[src/rtl/cordic_iter_engine_if.sv]
// cordic_iter_engine_if: operand, index-stream and result signals of the CORDIC iteration engine
interface cordic_iter_engine_if #(parameter int WIDTH = 16);
  logic [1:0] coordinate_system_in;
  logic mode_in;
  logic start;
  logic signed [WIDTH-1:0] x_in;
  logic signed [WIDTH-1:0] y_in;
  logic signed [WIDTH-1:0] z_in;
  logic [5:0] idx_in;
  logic idx_valid;
  logic idx_last;
  logic idx_ready;
  logic busy;
  logic done;
  logic err;
  logic signed [WIDTH-1:0] x_out;
  logic signed [WIDTH-1:0] y_out;
  logic signed [WIDTH-1:0] z_out;
  modport master (
    output coordinate_system_in, mode_in, start, x_in, y_in, z_in, idx_in, idx_valid, idx_last,
    input idx_ready, busy, done, err, x_out, y_out, z_out
  );
  modport slave (
    input coordinate_system_in, mode_in, start, x_in, y_in, z_in, idx_in, idx_valid, idx_last,
    output idx_ready, busy, done, err, x_out, y_out, z_out
  );
endinterface

[src/rtl/cordic_iter_engine.sv]
// cordic_iter_engine: one CORDIC micro-rotation per index accepted from counter_mod
module cordic_iter_engine #(
  parameter int WIDTH = 16,
  parameter int FRAC = 13,
  parameter int ROM_DEPTH = 16
) (
  input logic clk,
  input logic rst,
  cordic_iter_engine_if.slave bus
);
  typedef enum logic [1:0] {IDLE, LOAD, RUN, DONE} state_t;
  localparam logic [1:0] LIN = 2'b00;
  localparam logic [1:0] HYP = 2'b11;
  localparam logic [1:0] RSV = 2'b10;
  // round(atan(2^-i) * 2^13) and round(atanh(2^-i) * 2^13); atanh entry 0 is never used
  localparam logic signed [15:0] ATAN [16] = '{
    16'sd6434, 16'sd3798, 16'sd2007, 16'sd1019, 16'sd511, 16'sd256, 16'sd128, 16'sd64,
    16'sd32, 16'sd16, 16'sd8, 16'sd4, 16'sd2, 16'sd1, 16'sd0, 16'sd0
  };
  localparam logic signed [15:0] ATANH [16] = '{
    16'sd0, 16'sd4500, 16'sd2092, 16'sd1029, 16'sd513, 16'sd256, 16'sd128, 16'sd64,
    16'sd32, 16'sd16, 16'sd8, 16'sd4, 16'sd2, 16'sd1, 16'sd1, 16'sd0
  };
  state_t state;
  logic [1:0] cs;
  logic mode;
  logic signed [WIDTH-1:0] x, y, z, xs, ys, e, x_n, y_n, z_n;
  logic dp, hyp0, in_rom;
  // micro-rotation for the index currently offered; index 0 in hyperbolic mode is a no-op
  always_comb begin
    xs = x >>> bus.idx_in;
    ys = y >>> bus.idx_in;
    dp = mode ? y[WIDTH-1] : ~z[WIDTH-1];
    in_rom = cs != LIN && bus.idx_in < 6'(ROM_DEPTH);
    e = in_rom ? (cs == HYP ? WIDTH'(ATANH[bus.idx_in[3:0]]) : WIDTH'(ATAN[bus.idx_in[3:0]]))
      : bus.idx_in > 6'(FRAC) ? '0 : WIDTH'(1) << (6'(FRAC) - bus.idx_in);
    hyp0 = cs == HYP && bus.idx_in == 6'd0;
    x_n = (hyp0 || cs == LIN) ? x : (dp ^ (cs == HYP)) ? x - ys : x + ys;
    y_n = hyp0 ? y : dp ? y + xs : y - xs;
    z_n = hyp0 ? z : dp ? z - e : z + e;
  end
  // control FSM with registered handshake/status outputs and result capture
  always_ff @(posedge clk) begin
    if (!rst) begin
      state <= IDLE;
      cs <= '0;
      mode <= 1'b0;
      x <= '0;
      y <= '0;
      z <= '0;
      bus.idx_ready <= 1'b0;
      bus.busy <= 1'b0;
      bus.done <= 1'b0;
      bus.err <= 1'b0;
      bus.x_out <= '0;
      bus.y_out <= '0;
      bus.z_out <= '0;
    end else begin
      case (state)
        IDLE: if (bus.start) begin
          cs <= bus.coordinate_system_in;
          mode <= bus.mode_in;
          x <= bus.x_in;
          y <= bus.y_in;
          z <= bus.z_in;
          bus.err <= bus.coordinate_system_in == RSV;
          if (bus.coordinate_system_in == RSV) begin
            bus.x_out <= bus.x_in;
            bus.y_out <= bus.y_in;
            bus.z_out <= bus.z_in;
            bus.done <= 1'b1;
            state <= DONE;
          end else begin
            bus.busy <= 1'b1;
            state <= LOAD;
          end
        end
        LOAD: begin
          bus.idx_ready <= 1'b1;
          state <= RUN;
        end
        RUN: if (bus.idx_valid) begin
          x <= x_n;
          y <= y_n;
          z <= z_n;
          if (hyp0) bus.err <= 1'b1;
          if (bus.idx_last) begin
            bus.x_out <= x_n;
            bus.y_out <= y_n;
            bus.z_out <= z_n;
            bus.done <= 1'b1;
            bus.busy <= 1'b0;
            bus.idx_ready <= 1'b0;
            state <= DONE;
          end
        end
        DONE: begin
          bus.done <= 1'b0;
          state <= IDLE;
        end
        default: state <= IDLE;
      endcase
    end
  end
endmodule
[src/flat_wrapper.sv]
// flat-port wrapper written by rule: the top's interface ports become plain ports
module cordic_iter_engine_flat 
#(
  parameter int WIDTH = 16,
  parameter int FRAC = 13,
  parameter int ROM_DEPTH = 16
)
  (clk, rst, bus_coordinate_system_in, bus_mode_in, bus_start, bus_x_in, bus_y_in, bus_z_in, bus_idx_in, bus_idx_valid, bus_idx_last, bus_idx_ready, bus_busy, bus_done, bus_err, bus_x_out, bus_y_out, bus_z_out);
  cordic_iter_engine_if #(.WIDTH(WIDTH)) bus_i ();
  input logic clk;
  input logic rst;
  input wire logic [$bits(bus_i.coordinate_system_in)-1:0] bus_coordinate_system_in;
  input wire logic [$bits(bus_i.mode_in)-1:0] bus_mode_in;
  input wire logic [$bits(bus_i.start)-1:0] bus_start;
  input wire logic [$bits(bus_i.x_in)-1:0] bus_x_in;
  input wire logic [$bits(bus_i.y_in)-1:0] bus_y_in;
  input wire logic [$bits(bus_i.z_in)-1:0] bus_z_in;
  input wire logic [$bits(bus_i.idx_in)-1:0] bus_idx_in;
  input wire logic [$bits(bus_i.idx_valid)-1:0] bus_idx_valid;
  input wire logic [$bits(bus_i.idx_last)-1:0] bus_idx_last;
  output wire logic [$bits(bus_i.idx_ready)-1:0] bus_idx_ready;
  output wire logic [$bits(bus_i.busy)-1:0] bus_busy;
  output wire logic [$bits(bus_i.done)-1:0] bus_done;
  output wire logic [$bits(bus_i.err)-1:0] bus_err;
  output wire logic [$bits(bus_i.x_out)-1:0] bus_x_out;
  output wire logic [$bits(bus_i.y_out)-1:0] bus_y_out;
  output wire logic [$bits(bus_i.z_out)-1:0] bus_z_out;
  assign bus_i.coordinate_system_in = bus_coordinate_system_in;
  assign bus_i.mode_in = bus_mode_in;
  assign bus_i.start = bus_start;
  assign bus_i.x_in = bus_x_in;
  assign bus_i.y_in = bus_y_in;
  assign bus_i.z_in = bus_z_in;
  assign bus_i.idx_in = bus_idx_in;
  assign bus_i.idx_valid = bus_idx_valid;
  assign bus_i.idx_last = bus_idx_last;
  assign bus_idx_ready = bus_i.idx_ready;
  assign bus_busy = bus_i.busy;
  assign bus_done = bus_i.done;
  assign bus_err = bus_i.err;
  assign bus_x_out = bus_i.x_out;
  assign bus_y_out = bus_i.y_out;
  assign bus_z_out = bus_i.z_out;
  cordic_iter_engine #(.WIDTH(WIDTH), .FRAC(FRAC), .ROM_DEPTH(ROM_DEPTH)) u_core (.clk(clk), .rst(rst), .bus(bus_i));
endmodule
[config.mk]
export PLATFORM = sky130hd
export DESIGN_NAME = cordic_iter_engine_flat
export DESIGN_NICKNAME = d
export VERILOG_FILES = /design/src/rtl/cordic_iter_engine_if.sv /design/src/rtl/cordic_iter_engine.sv /design/src/flat_wrapper.sv
export SDC_FILE = /design/constraint.sdc
export NUM_CORES = 1
export LEC_CHECK = 0
export ABC_AREA = 1
export CAP_MARGIN = 20
export CORE_ASPECT_RATIO = 1.5
export CORE_MARGIN = 4
export CORE_UTILIZATION = 50
export CTS_CLUSTER_SIZE = 12
export DETAILED_ROUTE_END_ITERATION = 16
export GPL_TIMING_DRIVEN = 0
export PLACE_DENSITY = 0.75
export SYNTH_ARGS = -nofsm -noshare
export SYNTH_HDL_FRONTEND = slang
export SYNTH_SLANG_ARGS = --single-unit
export TNS_END_PERCENT = 30
[constraint.sdc]
create_clock -name clk -period 4.8 [get_ports clk]
set_input_delay 0.72 -clock clk [delete_from_list [all_inputs] [get_ports clk]]
set_output_delay 0.72 -clock clk [all_outputs]
set_load 0.02 [all_outputs]
==> metrics.txt <==
Worst Hold Launch u_core.bus.idx_ready; core occupancy in the finished layout a little over three fifths; global-route wire length before repair 60.7 mm; leakage power total 6.46 nW; worst flop-to-flop path endpoint u_core.x[14]; critical path class in -> reg; TritonCTS clock tree done; async set or reset register ratio after synthesis 0%; total nets after synthesis 1867; die footprint 23300 sq um; total routing usage reported by global routing 32.7%; Max stage delay cell, worst path ha_2; vias after detailed routing 12223; number of synthesized register bits roughly 110; area added between synthesis and finish 23.9%; initial antenna violation count 0; storage element area 2100 sq um; Min-Delay Path Depth 2; drt first-iter violations 941; instance count of the mapped netlist 1740; Achievable Freq 217 MHz; power per unit of standard cell area 797 nW/um^2; Worst VDD drop 0.589 mV; most common library cell in the layout ignoring fill and taps nand2_1; worst endpoint data arrival time 4870 ps; number of inserted diodes 0; fraction of final layout cells with drive strength greater than 1 11.5%; Critical Path Sink Type flop; final weighted congestion in routability-driven placement 0.949; Avg Inst Size Synth around 6.0 sq um; DRC Markers 0; placed insts 2114; worst skew pair latency 370 ps; worst setup slack after layout ~190 ps; final worst clock skew about 11 ps; worst relative slew slack 37.9%; required time of the critical path 5070 ps; crit start category primary input; H-tree levels 3; per-cell via count in the routed design 5.67; DR WL/cell between 15 and 20 um; Reg clk slew, reported paths 80 ps; floorplan die width ~130 um; highest fanout seen on the critical path 10; pre-CTS setup slack -1910 ps; number of max-cap violations 0; IO Count roughly 110; placed inst area 11900 sq um; worst-case clock buffer depth 2; met3 GRT Util 3.95%; Largest stage delay, worst path ~320 ps; portion of the clock cycle consumed by the worst path in the final layout around 96%; Post-layout nets roughly 2000; Buffers on Ports 110; number of global-route vias before repair 11681; number of hold violations in the final report 0; height of the die 185 um; minimum setup slack among reg-to-reg paths 270 ps; setup repair after global routing missed its margin true; number of distinct library cells after synthesis 62; highest-count cells in the layout ignoring fill and taps nand2_1, inv_1, nor2_1, o21ai_0, nand3_1; final cell area excluding filler cells 12900 sq um; count of antenna-violating nets left after detailed routing 0; number of synthesized flops with an enable pin 0; busiest grt layer met2; largest area contributor in the netlist dfxtp_1; Routed WL 39.3 mm; total congestion overflow 0; area of combinational cells with multiple inputs about 7500 sq um; RR Startpoint u_core.y[15]; Inserted Clock Buffers 9; count of cells along the worst register-to-register path 31; hold_buf cts 0; number of clock sinks 105; TNS Setup 0 ps; cell chosen for the clock root clkbuf_16; share of the yosys chip area belonging to registers 20.2%; area of the core 20500 sq um; count of pins over their slew limit 0; run status finished clean; final cell count without fillers about 2200; met1 Usage GRT 37.1%; worst-case hold path end point u_core.bus.idx_ready; fraction of post-synthesis cell area in the top cell type by area around a fifth; total of warnings raised by yosys 0; pin count of the biggest net entering global routing 20; number of filler instances in the final layout between 2000 and 2500; total setup violations reported at the end of the flow 0; dominant register cell in the synthesized netlist dfxtp_1; hold crit path type reg -> reg; total iterations of the first detailed-routing run 5; top cells by area in the synthesized netlist dfxtp_1, nand2_1, o21ai_0; fraction of met2 tracks used by global routing 58.9%; Syn Std Cell Area between 10000 and 15000 sq um; FP Rows 64; Detail Placement HPWL 31.6 mm; starting utilization of the core area 50.9%; final critical path time including I/O delays and setup 4610 ps; Slew @ Worst Pin 925 ps
==> layout make-up <==
class                           instances  share of cell area, %
Buffer                                 83                   3.90
Inverter                              227                   6.68
Clock inverter                          6                  0.484
Tap cell                              264                   2.56
Timing Repair Buffer                  135                   10.0
Clock buffer                           10                   1.85
Multi-Input combinational cell       1324                   58.2
Sequential cell                       105                   16.3
==> worst max-delay path, delay by kind of cell <==
| kind | cells | cell delay (ps) |
|---|---|---|
| AO/OA/AOI/OAI | 5 | 980 |
| XOR/XNOR | 2 | 300 |
| AND/OR/NAND/NOR | 14 | 1570 |
| buffers and inverters | 8 | 810 |
| adder cells (fa/ha/maj) | 2 | 470 |
==> logic make-up (layout without fill, tap and decap cells) <==
family	count (synthesis)	after routing	synth area share [%]
compound gates	403	403	21.9
fa+ha+maj	65	65	8.01
flops	105	105	20.2
simple gates	785	785	31.8
buf+inv	311	461	12.1
xor+xnor	71	71	6.03
==> sequential cells by signal, summed over array words and instances (netlist names) <==
| name | cells |
|---|---|
| u_core.bus.idx_ready | 1 |
| u_core.mode | 1 |
| u_core.cs | 2 |
| u_core.bus.x_out | 16 |
| u_core.z | 16 |
| u_core.y | 16 |
| u_core.bus.busy | 1 |
| u_core.bus.done | 1 |
| u_core.bus.y_out | 16 |
| u_core.bus.z_out | 16 |
| u_core.x | 16 |
| u_core.bus.err | 1 |
| u_core.state | 2 |
==> per-layer routing <==
| metal | wire length [um] | vias up |
|---|---|---|
| met3 | 2240 | 146 |
| met5 | 0 | - |
| met2 | 19700 | 510 |
| met1 | 15000 | 5580 |
| met4 | 2430 | 0 |
| li1 | - | 5987 |
==> worst max-delay path by stage <==
| stage | startpoint | endpoint | slack [ps] | cells after the start |
|---|---|---|---|---|
| detailed placement | bus_idx_in[1] | u_core.bus.z_out[11] | -1910 | 31 |
| global placement | bus_idx_in[1] | u_core.bus.z_out[11] | -1920 | 31 |
| finish | bus_idx_in[0] | u_core.y[15] | 190 | 31 |
| global route | bus_idx_in[0] | u_core.x[14] | -120 | 33 |
| floorplan | bus_idx_in[1] | u_core.bus.z_out[11] | 90 | 33 |
| CTS | bus_idx_in[2] | u_core.bus.z_out[12] | 0.3 | 31 |
==> repair_timing <==
action / CTS / global route
endpoints found under the setup margin: 64 / 42
resized for setup: 78 / 98
pin swaps: 13 / 40
setup buffers: 7 / 18
==> synthesized netlist by cell type (6+ instances only) <==
cell / instances
o31ai_1: 6
buf_1: 6
a21oi_1: 137
clkbuf_1: 51
o21ai_0: 168
dfxtp_1: 105
buf_2: 17
nand2_1: 368
o21ai_1: 13
nor2_1: 215
o21a_1: 6
o211ai_1: 32
inv_1: 211
buf_6: 6
xnor2_1: 31
ha_1: 62
nand4_1: 11
a31oi_1: 6
inv_2: 10
nand3_1: 150
xor2_1: 39
nor3_1: 9
nor2_2: 8
==> power breakdown <==
group | internal [W] | switching, W | total [W]
registers | 0.00129 | 0.000376 | 0.00167
logic | 0.00292 | 0.00495 | 0.00788
clock network | 0.000379 | 0.000375 | 0.000755
==> through the flow <==
step | power, W | hold WS, ps
2_1_floorplan | 0.00666 | 476
3_3_place_gp | 0.00874 | 451
3_5_place_dp | 0.00882 | 487
4_1_cts | 0.00978 | 499
5_1_grt | 0.0112 | 542
6_report | 0.0103 | 494
Power figures use the tool's default switching activity.
